<file path="src/rtl/regbank_pkg.sv">
// Shared types for the register bank write arbiter: entry type, init value, controller states.
package regbank_pkg;

    typedef logic [7:0] entry_t;

    localparam entry_t ENTRY_INIT = '0;

    typedef enum logic {ST_INIT, ST_RUN} ctrl_state_t;

endpackage

</file>
<file path="src/rtl/regbank_write_arbiter_rr_arbiter.sv">
// Combinational round-robin arbiter: the requester just after rr_last has top priority.
module rr_arbiter #(
    parameter int NREQ = 4,
    parameter int RW   = (NREQ > 1) ? $clog2(NREQ) : 1
) (
    input  logic            enable,
    input  logic [NREQ-1:0] req,
    input  logic [RW-1:0]   rr_last,
    output logic [NREQ-1:0] gnt
);

    logic          found;
    logic [RW-1:0] idx;

    always_comb begin
        gnt   = '0;
        found = 1'b0;
        idx   = '0;
        // Scan rr_last+1 .. rr_last+NREQ; the first asserted request wins.
        for (int k = 1; k <= NREQ; k++) begin
            idx = RW'((int'(rr_last) + k) % NREQ);
            if (enable && !found && req[idx]) begin
                gnt[idx] = 1'b1;
                found    = 1'b1;
            end
        end
    end

endmodule

</file>
<file path="src/rtl/regbank_write_arbiter.sv">
// Register bank with a single round-robin-shared write port and an init sweep
// that runs after reset and on every reinit pulse.
module regbank_write_arbiter
    import regbank_pkg::*;
#(
    parameter int     NREQ       = 4,
    parameter int     DEPTH      = 8,
    parameter int     AW         = 3,
    parameter entry_t INIT_VALUE = regbank_pkg::ENTRY_INIT
) (
    input  logic                      clk,
    input  logic                      rst_n,
    input  logic                      reinit,
    input  logic [NREQ-1:0]           req,
    input  logic [NREQ*AW-1:0]        wr_addr,
    input  logic [NREQ*$bits(entry_t)-1:0] wr_data,
    output logic [NREQ-1:0]           gnt,
    output logic                      init_done,
    input  logic [AW-1:0]             rd_addr,
    output logic [$bits(entry_t)-1:0] rd_data
);

    localparam int EW = $bits(entry_t);
    localparam int RW = (NREQ > 1) ? $clog2(NREQ) : 1;
    localparam int IW = (DEPTH > 1) ? $clog2(DEPTH) : 1;

    ctrl_state_t   state, state_nxt;
    logic [AW-1:0] init_ptr, init_ptr_nxt;
    logic [RW-1:0] rr_last, gidx;

    logic          we;
    logic [AW-1:0] waddr;
    entry_t        wdata;
    logic [IW-1:0] widx, ridx;
    logic          w_in_range, r_in_range;

    entry_t        mem [DEPTH];

    assign init_done = (state == ST_RUN);

    rr_arbiter #(
        .NREQ (NREQ),
        .RW   (RW)
    ) u_arb (
        .enable  (state == ST_RUN),
        .req     (req),
        .rr_last (rr_last),
        .gnt     (gnt)
    );

    always_ff @(posedge clk or negedge rst_n) begin
        if (!rst_n) begin
            state    <= ST_INIT;
            init_ptr <= '0;
        end else begin
            state    <= state_nxt;
            init_ptr <= init_ptr_nxt;
        end
    end

    always_comb begin
        state_nxt    = state;
        init_ptr_nxt = init_ptr;
        case (state)
            ST_INIT: begin
                // reinit beats the final sweep write and restarts from entry 0.
                if (reinit) begin
                    init_ptr_nxt = '0;
                end else if (int'(init_ptr) == DEPTH - 1) begin
                    state_nxt    = ST_RUN;
                    init_ptr_nxt = '0;
                end else begin
                    init_ptr_nxt = init_ptr + 1'b1;
                end
            end
            ST_RUN: begin
                if (reinit) begin
                    state_nxt    = ST_INIT;
                    init_ptr_nxt = '0;
                end
            end
            default: state_nxt = ST_INIT;
        endcase
    end

    // Single write port: the sweep owns it in ST_INIT, the granted requester in ST_RUN.
    always_comb begin
        we    = 1'b0;
        waddr = '0;
        wdata = INIT_VALUE;
        gidx  = rr_last;
        if (state == ST_INIT) begin
            we    = 1'b1;
            waddr = init_ptr;
        end else begin
            for (int i = 0; i < NREQ; i++) begin
                if (gnt[i]) begin
                    we    = 1'b1;
                    gidx  = RW'(i);
                    waddr = wr_addr[i*AW +: AW];
                    wdata = wr_data[i*EW +: EW];
                end
            end
        end
    end

    assign w_in_range = int'(waddr) < DEPTH;
    assign r_in_range = int'(rd_addr) < DEPTH;
    assign widx       = waddr[IW-1:0];
    assign ridx       = rd_addr[IW-1:0];

    always_ff @(posedge clk or negedge rst_n) begin
        if (!rst_n) begin
            rr_last <= RW'(NREQ - 1);
        end else if (|gnt) begin
            rr_last <= gidx;
        end
    end

    // Out-of-range grants are consumed but must not alias onto a real entry.
    always_ff @(posedge clk) begin
        if (we && w_in_range) begin
            mem[widx] <= wdata;
        end
    end

    always_ff @(posedge clk or negedge rst_n) begin
        if (!rst_n) begin
            rd_data <= '0;
        end else begin
            rd_data <= r_in_range ? mem[ridx] : '0;
        end
    end

    always_ff @(posedge clk) begin
        if (rst_n) begin
            assert ($onehot0(gnt));
            assert (init_done || (gnt == '0));
            assert ((gnt & ~req) == '0);
        end
    end

endmodule

</file>
<file path="config.mk">
export PLATFORM = sky130hd
export DESIGN_NAME = regbank_write_arbiter
export DESIGN_NICKNAME = d
export VERILOG_FILES = /design/src/rtl/regbank_pkg.sv /design/src/rtl/regbank_write_arbiter_rr_arbiter.sv /design/src/rtl/regbank_write_arbiter.sv
export SDC_FILE = /design/constraint.sdc
export NUM_CORES = 1
export LEC_CHECK = 0
export CAP_MARGIN = 20
export CORE_UTILIZATION = 31
export CTS_CLUSTER_DIAMETER = 120
export CTS_CLUSTER_SIZE = 25
export DETAILED_ROUTE_END_ITERATION = 10
export GPL_ROUTABILITY_DRIVEN = 0
export GPL_TIMING_DRIVEN = 0
export PLACE_DENSITY = 0.5
export SLEW_MARGIN = 20
export SYNTH_ARGS = -nofsm -noshare
export SYNTH_HDL_FRONTEND = slang
export SYNTH_SLANG_ARGS = --single-unit
export TNS_END_PERCENT = 1
</file>
<file path="constraint.sdc">
create_clock -name clk -period 6.65 [get_ports clk]
set_clock_uncertainty 0.05 [all_clocks]
set_input_delay 1.33 -clock clk [delete_from_list [all_inputs] [get_ports clk]]
set_output_delay 1.33 -clock clk [all_outputs]
set_load 0.1 [all_outputs]
</file>
==> impl_metrics.py, run 1 <==
metrics = {
    "grt": {
        "antenna_found_initial": 0,
        "grt.total_usage_pct": 14.01,
        "gr-total-overflow": 0,
        "grt_pass1_vias": 2482,
        "grt_pass1_wl_um": 13070,
        "grt_max_degree": 16,
    },
    "die": {
        "fp.dieArea_um2": 12580,
        "io_pins": 67,
        "die_h_um": 112.2,
        "fp-row-count": 39,
        "die_w_um": 112.2,
        "coreArea_um2": 11610,
        "initial_core_util_pct": 32.39,
    },
    "clocking": {
        "cts_root_buffer": "clkbuf_16",
        "cts_tree": "done",
        "cts_max_level": 3,
        "cts_setup_buffers": 0,
        "clock_path_buffers": 2,
        "insertion_delay_ns": 0.33,
        "cts.clk_slew.worst_paths_ns": 0.06,
        "cts_sinks": 78,
        "cts_hold_buffers": 0,
        "cts_made_buffers": 9,
    },
    "routing": {
        "viasPerCell": 5.091,
        "route.detailed.drc": 3,
        "detail_route.wl_per_cell_um": 17.37,
        "ant_nets": 0,
        "routed_wl_um": 8216,
        "drt-initial-drc-count": 119,
        "first_pass_iters": 7,
        "via_count": 2408,
    },
    "cells_and_area": {
        "regArea_um2": 2275,
        "fin_util_pct": 41.90,
        "fillers": 1079,
        "antenna_cells": 0,
        "fin_nets": 388,
        "drive_gt1_share_pct": 20.30,
        "multi_input_area_um2": 1389,
        "area_growth_pct": 29.37,
    },
    "sta": {
        "fmax_mhz": 166.0,
        "min_period_over_period_pct": 90.61,
        "holdWs_ns": 0.5128,
        "period_needed_ns": 6.026,
        "slew_headroom_pct": 34.44,
        "worst_pin_slew_ns": 0.9803,
        "fin_ws_ns": 0.6243,
        "finalMaxSlewViolations": 0,
        "finalHoldViolCount": 0,
        "rsz0062_at_grt": "false",
        "tns_ns": 0,
        "setup_violations": 0,
    },
    "min_path": {
        "worstHoldPathType": "reg2reg",
        "hold_start": "init_ptr[1]",
    },
    "worst_setup_path": {
        "worstPathRequired_ns": 5.27,
        "worst-path-buf-inv": 5,
        "worst_path_max_delay_cell": "dlymetal6s2s_1",
        "end_kind": "output pin",
        "crit_chain": "clkdlybuf4s50_1 > mux4_2 > nand2b_4 > buf_6 > o22ai_1 > clkbuf_1 > clkbuf_1 > dlymetal6s2s_1",
        "path_class": "in2out",
        "cp_common_cell": "clkbuf_1",
        "max_stage_delay_ns": 0.81,
        "rr_startpoint": "rr_last[0]",
        "critPathArrivalTime_ns": 4.65,
        "start_kind": "primary input",
        "critPathTopFamily": "buffers and inverters",
        "crit_fanout": 10,
        "crit_start": "req[1]",
    },
    "pwr": {
        "power.density_nw_per_um2": 283.2,
        "power_leakage_nw": 1.727,
        "worst_ir_drop_vdd_uv": 125.2,
        "total_power_mw": 1.378,
    },
    "synth": {
        "syn_avg_cell_area_um2": 14.98,
        "ys_seq_elements": 78,
        "netlist_area_um2": 3761,
        "yosysSeqAreaShare_pct": 60.48,
        "synth_cells": 251,
        "synth-main-ff-cell": "edfxtp_1",
        "synth_cell_types": 46,
        "synth-edff-count": 64,
        "ys_async_sr_fraction_pct": 17.95,
        "synth_nets": 314,
        "yosys_warnings": 0,
    },
    "place": {
        "dp_slack_ns": 0.2010,
        "place_hpwl_um": 6021,
        "portBuffers": 63,
    },
    "outcome": {
        "status": "finished with violations",
        "violations": "design-rule violations",
    },
    "flow_run": {
        "max_cap_violations": 0,
    },
}
==> timing repair <==
action | in CTS | in global routing
hold endpoints to repair | 0 | 0
gates resized for setup | 0 | 1
endpoints found under the setup margin | 0 | 1
==> through the flow <==
step	instance area, um2	instances
6_report	4866	473
5_1_grt	4866	473
3_3_place_gp	4571	457
2_1_floorplan	3761	251
4_1_cts	4863	473
3_5_place_dp	4581	457
==> per-layer routing <==
layer  track usage [%]  part of all wire (%)  vias to the layer above  wire, um
li1                  -                     -                     1153         -
met1             19.07                    47                     1162      3868
met2             21.78                    46                       85      3744
met3             3.348                   6.0                        8       489
met4             5.333                   1.4                        0       113
met5                 0                     0                        -         0
==> Yosys cell counts, types with 2 or more instances <==
cell | number | area share [%]
a221o_1 | 8 | 2.1
a31oi_1 | 3 | 0.50
a32oi_1 | 4 | 0.93
buf_1 | 3 | 0.30
buf_2 | 2 | 0.27
buf_6 | 3 | 0.90
clkbuf_1 | 5 | 0.50
dfrtp_1 | 12 | 8.0
dfstp_2 | 2 | 1.4
edfxtp_1 | 64 | 51
ha_1 | 9 | 3.0
inv_1 | 9 | 0.90
mux2_2 | 8 | 2.4
mux2i_1 | 4 | 1.1
mux4_2 | 18 | 11
nand2_1 | 22 | 2.2
nand3_1 | 3 | 0.40
nand3b_1 | 3 | 0.60
nor2_1 | 14 | 1.4
nor3_1 | 3 | 0.40
nor3_2 | 2 | 0.53
o211ai_2 | 2 | 0.67
o21a_1 | 3 | 0.60
o21ai_0 | 5 | 0.67
o21ai_1 | 15 | 2.0
o221a_2 | 2 | 0.60
o22ai_1 | 2 | 0.33
or3_1 | 2 | 0.33
or3b_1 | 2 | 0.47
==> path summary, 6_finish.rpt <==
path                       depth (start not counted)  slack, ns          end
hold reg to reg                                    2       0.51  init_ptr[1]
hold / removal                                     2       0.51  init_ptr[1]
min in group asynchronous                          1       1.40   rd_data[1]
max in group asynchronous                          1       4.67   rd_data[4]
setup / recovery                                   8       0.62       gnt[3]
setup reg to reg                                  10       2.30    mem[0][6]
==> cell usage in the layout, fill, tap and decap left out, drive strengths merged, types with 9 or more instances in the layout <==
| master | n |
|---|---|
| dfrtp | 12 |
| nor2 | 14 |
| o21ai | 20 |
| clkbuf | 14 |
| edfxtp | 64 |
| ha | 9 |
| mux4 | 18 |
| nand2 | 22 |
| clkdlybuf4s50 | 62 |
| inv | 12 |
==> flip-flops by register name, indices dropped and copies added (netlist names) <==
register	cells
rr_last	2
mem	64
rd_data	8
init_done	1
init_ptr	3
==> cell type report <==
class / count / area share [%]
sequential: 78 / 46.75
multi-input combinational: 151 / 28.54
timing repair buffer: 63 / 13.01
clock buffer: 9 / 4.628
tap: 143 / 3.677
buffer: 13 / 1.517
clock inverter: 7 / 1.183
inverter: 9 / 0.6943
==> worst reg2reg max path: cells and delay by family, from the launching register on <==
kind / cells / cell delay (ns)
adder cells (fa/ha/maj): 1 / 0.40
AND/OR/NAND/NOR: 4 / 1.14
flip-flops: 1 / 0.64
AO/OA/AOI/OAI: 2 / 0.57
buffers and inverters: 2 / 0.57
multiplexers: 1 / 0.61
==> power by group <==
part / leakage, nW / total (mW) / internal, mW / switching [mW]
clock: 0.134 / 0.459 / 0.258 / 0.201
sequential: 0.793 / 0.598 / 0.570 / 0.0277
combinational: 0.800 / 0.322 / 0.134 / 0.188
total: 1.73 / 1.38 / 0.962 / 0.416
==> logic make-up after synthesis <==
logic type               count (synthesis)  synth area share, %
multiplexers                            30                14.24
AND/OR/NAND/NOR                         56                7.585
adder cells (fa/ha/maj)                  9                2.994
AO/OA/AOI/OAI                           56                11.84
flip-flops                              78                60.48
buffers and inverters                   22                2.861
Note: power is estimated with default switching activity, not from simulation.
==> run 2: changes to the inputs <==
--- a/config.mk
+++ b/config.mk
@@ -12,7 +12,6 @@
 export DETAILED_ROUTE_END_ITERATION = 10
 export GPL_ROUTABILITY_DRIVEN = 0
 export GPL_TIMING_DRIVEN = 0
-export PLACE_DENSITY = 0.5
 export SLEW_MARGIN = 20
 export SYNTH_ARGS = -nofsm -noshare
 export SYNTH_HDL_FRONTEND = slang
==> run 2 against run 1 <==
  * The flow still finishes with violations (design-rule violations)
  * Core utilization is essentially flat
  * Combinational power grew 2%
  * First-iteration DRC count grew 53%
  * Flip-flop and latch count is the same
  * Critical path depth is the same
  * Setup slack lost 0.39 ns
  * Critical endpoint unchanged
  * Largest cell class unchanged
==> impl_metrics.py, run 2 (synthesized netlist as in run 1, its figures left out) <==
metrics = {
    "routing": {
        "via_count": 2442,
        "routed_wl_um": 8752,
        "first_pass_iters": 7,
        "detail_route.wl_per_cell_um": 18.54,
        "ant_nets": 0,
        "route.detailed.drc": 6,
        "viasPerCell": 5.174,
        "drt-initial-drc-count": 182,
    },
    "grt": {
        "antenna_found_initial": 0,
        "grt.total_usage_pct": 14.91,
        "grt_max_degree": 15,
        "gr-total-overflow": 0,
        "grt_pass1_vias": 2505,
        "grt_pass1_wl_um": 13890,
    },
    "clocking": {
        "cts_setup_buffers": 0,
        "cts_root_buffer": "clkbuf_16",
        "cts_sinks": 78,
        "cts_max_level": 3,
        "cts_hold_buffers": 0,
        "cts_tree": "done",
        "cts_made_buffers": 9,
        "cts.clk_slew.worst_paths_ns": 0.05,
        "insertion_delay_ns": 0.33,
        "cts_resized": 1,
        "clock_path_buffers": 2,
    },
    "sta": {
        "slew_headroom_pct": 33.00,
        "worst_pin_slew_ns": 1.001,
        "finalMaxSlewViolations": 0,
        "rsz0062_at_grt": "false",
        "period_needed_ns": 6.419,
        "fmax_mhz": 155.8,
        "setup_violations": 0,
        "min_period_over_period_pct": 96.52,
        "tns_ns": 0,
        "holdWs_ns": 0.5130,
        "finalHoldViolCount": 0,
    },
    "worst_setup_path": {
        "r2r_slack_ns": 2.12,
        "critPathArrivalTime_ns": 5.04,
        "path_class": "in2out",
        "start_kind": "primary input",
        "end_kind": "output pin",
        "worstPathRequired_ns": 5.27,
        "crit_fanout": 10,
    },
    "die": {
        "fp.dieArea_um2": 12580,
        "coreArea_um2": 11610,
        "fp-row-count": 39,
        "io_pins": 67,
        "die_w_um": 112.2,
        "initial_core_util_pct": 32.39,
        "die_h_um": 112.2,
    },
    "cells_and_area": {
        "fin_nets": 388,
        "area_growth_pct": 29.47,
        "final_common_cell": "edfxtp_1",
        "drive_gt1_share_pct": 19.76,
        "largest_reg_flops": 64,
        "largest-register": "mem",
        "antenna_cells": 0,
        "reg_top3": "mem x64, rd_data x8, init_ptr x3",
        "mostFrequentLayoutCells": "64 x edfxtp_1, 62 x clkdlybuf4s50_1, 22 x nand2_1",
    },
    "outcome": {
        "status": "finished with violations",
        "violations": "design-rule violations",
    },
    "place": {
        "portBuffers": 63,
        "place_hpwl_um": 6376,
    },
    "min_path": {
        "worstHoldPathType": "reg2reg",
    },
    "flow_run": {
        "max_cap_violations": 0,
    },
    "pwr": {
        "power.density_nw_per_um2": 287.5,
        "worst_ir_drop_vdd_uv": 124.4,
        "power_leakage_nw": 1.720,
    },
}
-- run 2: cell types whose count changed in the layout (fill, tap and decap cells not counted), sizes merged --
cell / change
clkbuf: +2
clkinvlp: -1
inv: -3
dlymetal6s2s: -1
dlygate4sd2: +1
bufinv: +1
-- run 2: layout make-up --
type / instances / area, um2
plain buffers: 13 / 73.82
clock buffers: 11 / 242.7
clock inverters: 4 / 47.55
fillers: 1065 / 6744
inverters: 9 / 33.78
multi-input cells: 151 / 1389
flip-flops and latches: 78 / 2275
well taps: 143 / 178.9
repair buffers: 63 / 629.4
-- run 2: path summary, 6_finish.rpt --
check | start | endpoint | cells after the start
worst max register to register | rr_last[0] | mem[2][2] | 10
worst max-delay path | req[1] | gnt[3] | 8
max in group asynchronous | rst_n | rd_data[1] | 1
min in group asynchronous | rst_n | init_ptr[2] | 1
worst min-delay path | rr_last[1] | rr_last[1] | 2
worst min register to register | rr_last[1] | rr_last[1] | 2
-- run 2: worst max-delay path, cell delays in order --
cell and delay, ns:
clkdlybuf4s50_1 0.50, mux4_2 0.60, nand2b_4 0.18, buf_6 0.14
o22ai_1 0.33, clkbuf_1 0.48, clkbuf_1 0.54, dlygate4sd2_1 0.93
-- run 2: power breakdown --
part | switching [mW] | leakage, nW | internal (mW)
Clock | 0.179 | 0.141 | 0.297
Sequential | 0.0266 | 0.793 | 0.570
Combinational | 0.193 | 0.786 | 0.134
Total | 0.398 | 1.72 | 1.00
-- run 2: stage by stage --
step	cells	utilization [%]	worst slack, ns	power [mW]	area (um2)
final	472	41.93	0.2313	1.400	4870
after global routing	472	41.93	0.0007829	1.461	4870
after CTS	472	41.93	0.1903	1.409	4870
after detailed placement	457	39.44	-0.1332	0.9344	4581
after global placement	457	39.36	-0.1779	0.9281	4571
after floorplan	251	-	1.507	0.8306	3761
-- run 2: metal layers --
| metal | GRT usage, % | vias to the layer above | share of wire, % | wire length [um] |
|---|---|---|---|---|
| li1 | - | 1149 | - | - |
| met1 | 19.87 | 1219 | 46 | 4045 |
| met2 | 24.60 | 65 | 49 | 4285 |
| met3 | 3.618 | 9 | 3.9 | 340 |
| met4 | 3.556 | 0 | 0.91 | 80 |
| met5 | 0 | - | 0 | 0 |
==> run 3: changes to the inputs <==
--- a/config.mk
+++ b/config.mk
@@ -6,7 +6,8 @@
 export NUM_CORES = 1
 export LEC_CHECK = 0
 export CAP_MARGIN = 20
-export CORE_UTILIZATION = 31
+export CORE_MARGIN = 2
+export CORE_UTILIZATION = 37
 export CTS_CLUSTER_DIAMETER = 120
 export CTS_CLUSTER_SIZE = 25
 export DETAILED_ROUTE_END_ITERATION = 10
==> constraint.sdc (replaced) <==
create_clock -name clk -period 5.3 [get_ports clk]
set_clock_uncertainty 0.05 [all_clocks]
set_input_delay 1.06 -clock clk [delete_from_list [all_inputs] [get_ports clk]]
set_output_delay 1.06 -clock clk [all_outputs]
set_load 0.1 [all_outputs]
==> run 3 against run 2 <==
  * The flow now finishes without violations
  * First-iteration DRC count shrank 42%
  * Critical path depth fell by 2
  * Sequential share of layout area is 1.2 points higher
  * Clock-buffer cell count down 2
  * Critical path type unchanged
  * Flip-flop and latch count stayed put
  * Cell count fell by 1.9%
  * Highest routed layer unchanged
  * Cell area fell by 2.5%
==> impl_metrics.py, run 3 (synthesized netlist as in run 1, its figures left out) <==
metrics = {
    "worst_setup_path": {
        "path_class": "in2out",
        "cp_common_cell": "clkdlybuf4s50_1",
        "max_stage_delay_ns": 1.19,
        "r2r_slack_ns": 0.96,
        "start_kind": "primary input",
        "worst_path_max_delay_cell": "clkdlybuf4s50_1",
        "worstPathRequired_ns": 4.19,
        "critPathArrivalTime_ns": 3.91,
        "end_kind": "output pin",
        "crit_start": "req[1]",
        "crit_chain": "clkdlybuf4s50_1 > mux4_2 > nand2b_4 > buf_6 > o2bb2ai_2 > clkdlybuf4s50_1",
        "crit_fanout": 8,
        "rr_startpoint": "rr_last[0]",
    },
    "grt": {
        "grt.total_usage_pct": 14.79,
        "grt_pass1_vias": 2403,
        "grt_pass1_wl_um": 12370,
        "antenna_found_initial": 0,
        "grt_max_degree": 16,
        "gr-total-overflow": 0,
    },
    "pwr": {
        "worst_ir_drop_vdd_uv": 166.7,
        "p_clk_share_pct": 26.1,
        "power.density_nw_per_um2": 327.3,
        "power_leakage_nw": 1.693,
        "p_switching_mw": 0.4968,
        "swShare_pct": 31.96,
        "intPower_mw": 1.057,
        "p_comb_share_pct": 25.8,
        "sequentialPowerShare_pct": 48.1,
    },
    "cells_and_area": {
        "mostFrequentLayoutCells": "64 x edfxtp_1, 60 x clkdlybuf4s50_1, 22 x nand2_1",
        "fillers": 912,
        "antenna_cells": 0,
        "drive_gt1_share_pct": 20.91,
        "reg_top3": "mem x64, rd_data x8, init_ptr x3",
        "area_growth_pct": 26.25,
        "final_common_cell": "edfxtp_1",
        "postLayoutCellArea_um2": 4748,
        "largest-register": "mem",
        "fin_util_pct": 48.36,
        "largest_reg_flops": 64,
        "fin_nets": 388,
        "final_cells": 463,
    },
    "die": {
        "fp.dieArea_um2": 10990,
        "coreArea_um2": 9819,
        "initial_core_util_pct": 38.30,
        "io_pins": 67,
        "die_w_um": 104.8,
        "fp-row-count": 36,
        "die_h_um": 104.8,
    },
    "clocking": {
        "cts_tree": "done",
        "cts_sinks": 78,
        "insertion_delay_ns": 0.35,
        "cts_made_buffers": 9,
        "cts_max_level": 3,
        "cts_root_buffer": "clkbuf_8",
        "clock_path_buffers": 2,
        "cts.clk_slew.worst_paths_ns": 0.09,
    },
    "min_path": {
        "hold_start": "rr_last[1]",
        "worstHoldPathType": "reg2reg",
    },
    "sta": {
        "min_period_over_period_pct": 94.76,
        "slew_headroom_pct": 34.95,
        "finalMaxSlewViolations": 0,
        "finalHoldViolCount": 0,
        "tns_ns": 0,
        "setup_violations": 0,
        "fmax_mhz": 199.1,
        "rsz0062_at_grt": "false",
        "holdWs_ns": 0.5084,
        "period_needed_ns": 5.022,
        "worst_pin_slew_ns": 0.9727,
    },
    "routing": {
        "route.detailed.drc": 0,
        "drt-initial-drc-count": 105,
        "viasPerCell": 5.130,
        "first_pass_iters": 5,
        "detail_route.wl_per_cell_um": 16.53,
        "routed_wl_um": 7654,
        "ant_nets": 0,
        "via_count": 2375,
    },
    "place": {
        "portBuffers": 63,
        "dp.cells": 447,
        "place_hpwl_um": 5520,
        "placed_area_um2": 4568,
    },
    "outcome": {
        "status": "complete, no violations",
    },
    "flow_run": {
        "max_cap_violations": 0,
    },
}
## run 3: changes by cell type in the layout (fill, tap and decap cells not counted)
cell / change
bufinv_16: -1
clkbuf_1: -2
clkbuf_16: -9
clkbuf_2: +1
clkbuf_4: +1
clkbuf_8: +8
clkdlybuf4s50_1: -2
clkinv_2: -1
clkinv_4: +2
dlymetal6s2s_1: +1
inv_6: +3
## run 3: worst paths after layout
kind,end,cells past startpoint
worst max-delay path,gnt[0],6
worst min-delay path,rr_last[1],2
worst max register to register,mem[0][7],11
worst min register to register,rr_last[1],2
max in group asynchronous,rd_data[1],1
min in group asynchronous,init_ptr[1],1
## run 3: layer usage
metal | GRT usage (%) | share of wire (%) | up-vias
met3 | 3.993 | 5.7 | 5
met5 | 0 | 0 | -
li1 | - | - | 1150
met4 | 4.857 | 0.85 | 0
met2 | 23.98 | 48 | 80
met1 | 19.30 | 45 | 1140
## run 3: area by class of cell
| class | count | area, um2 | area share, % |
|---|---|---|---|
| Buffer | 13 | 75.07 | 1.581 |
| Clock buffer | 9 | 123.9 | 2.609 |
| Clock inverter | 7 | 56.30 | 1.186 |
| Multi-Input combinational cell | 151 | 1389 | 29.25 |
| Timing Repair Buffer | 63 | 629.4 | 13.25 |
| Tap cell | 133 | 166.4 | 3.505 |
| Inverter | 9 | 33.78 | 0.7115 |
| Sequential cell | 78 | 2275 | 47.91 |
## run 3: per-stage QoR
| step | worst slack, ns | total power, mW |
|---|---|---|
| after global routing | 0.08389 | 1.643 |
| after global placement | -0.5513 | 1.162 |
| after floorplan | 0.6966 | 1.042 |
| final | 0.2776 | 1.554 |
| after CTS | 0.007051 | 1.569 |
| after detailed placement | -0.6010 | 1.166 |
## run 3: power groups by stage
| stage | registers [mW] | logic [mW] | clock network (mW) |
|---|---|---|---|
| 3_5_place_dp | 0.761 | 0.405 | 0 |
| 4_1_cts | 0.748 | 0.406 | 0.415 |
| 2_1_floorplan | 0.806 | 0.236 | 0 |
| 5_1_grt | 0.755 | 0.442 | 0.447 |
| 3_3_place_gp | 0.761 | 0.401 | 0 |
| 6_report | 0.747 | 0.401 | 0.406 |
## run 3: what timing repair did
action / CTS / global route
hold buffers: 0 / 0
setup endpoints to repair: 2 / 2
setup buffers: 0 / 0
pin swaps: 0 / 0
gates resized for setup: 5 / 5
## run 3: worst max-delay path, delay by kind of cell
family          cells  cell delay [ns]
buf+inv             3             1.82
compound gates      1             0.27
mux                 1             0.58
simple gates        1             0.17
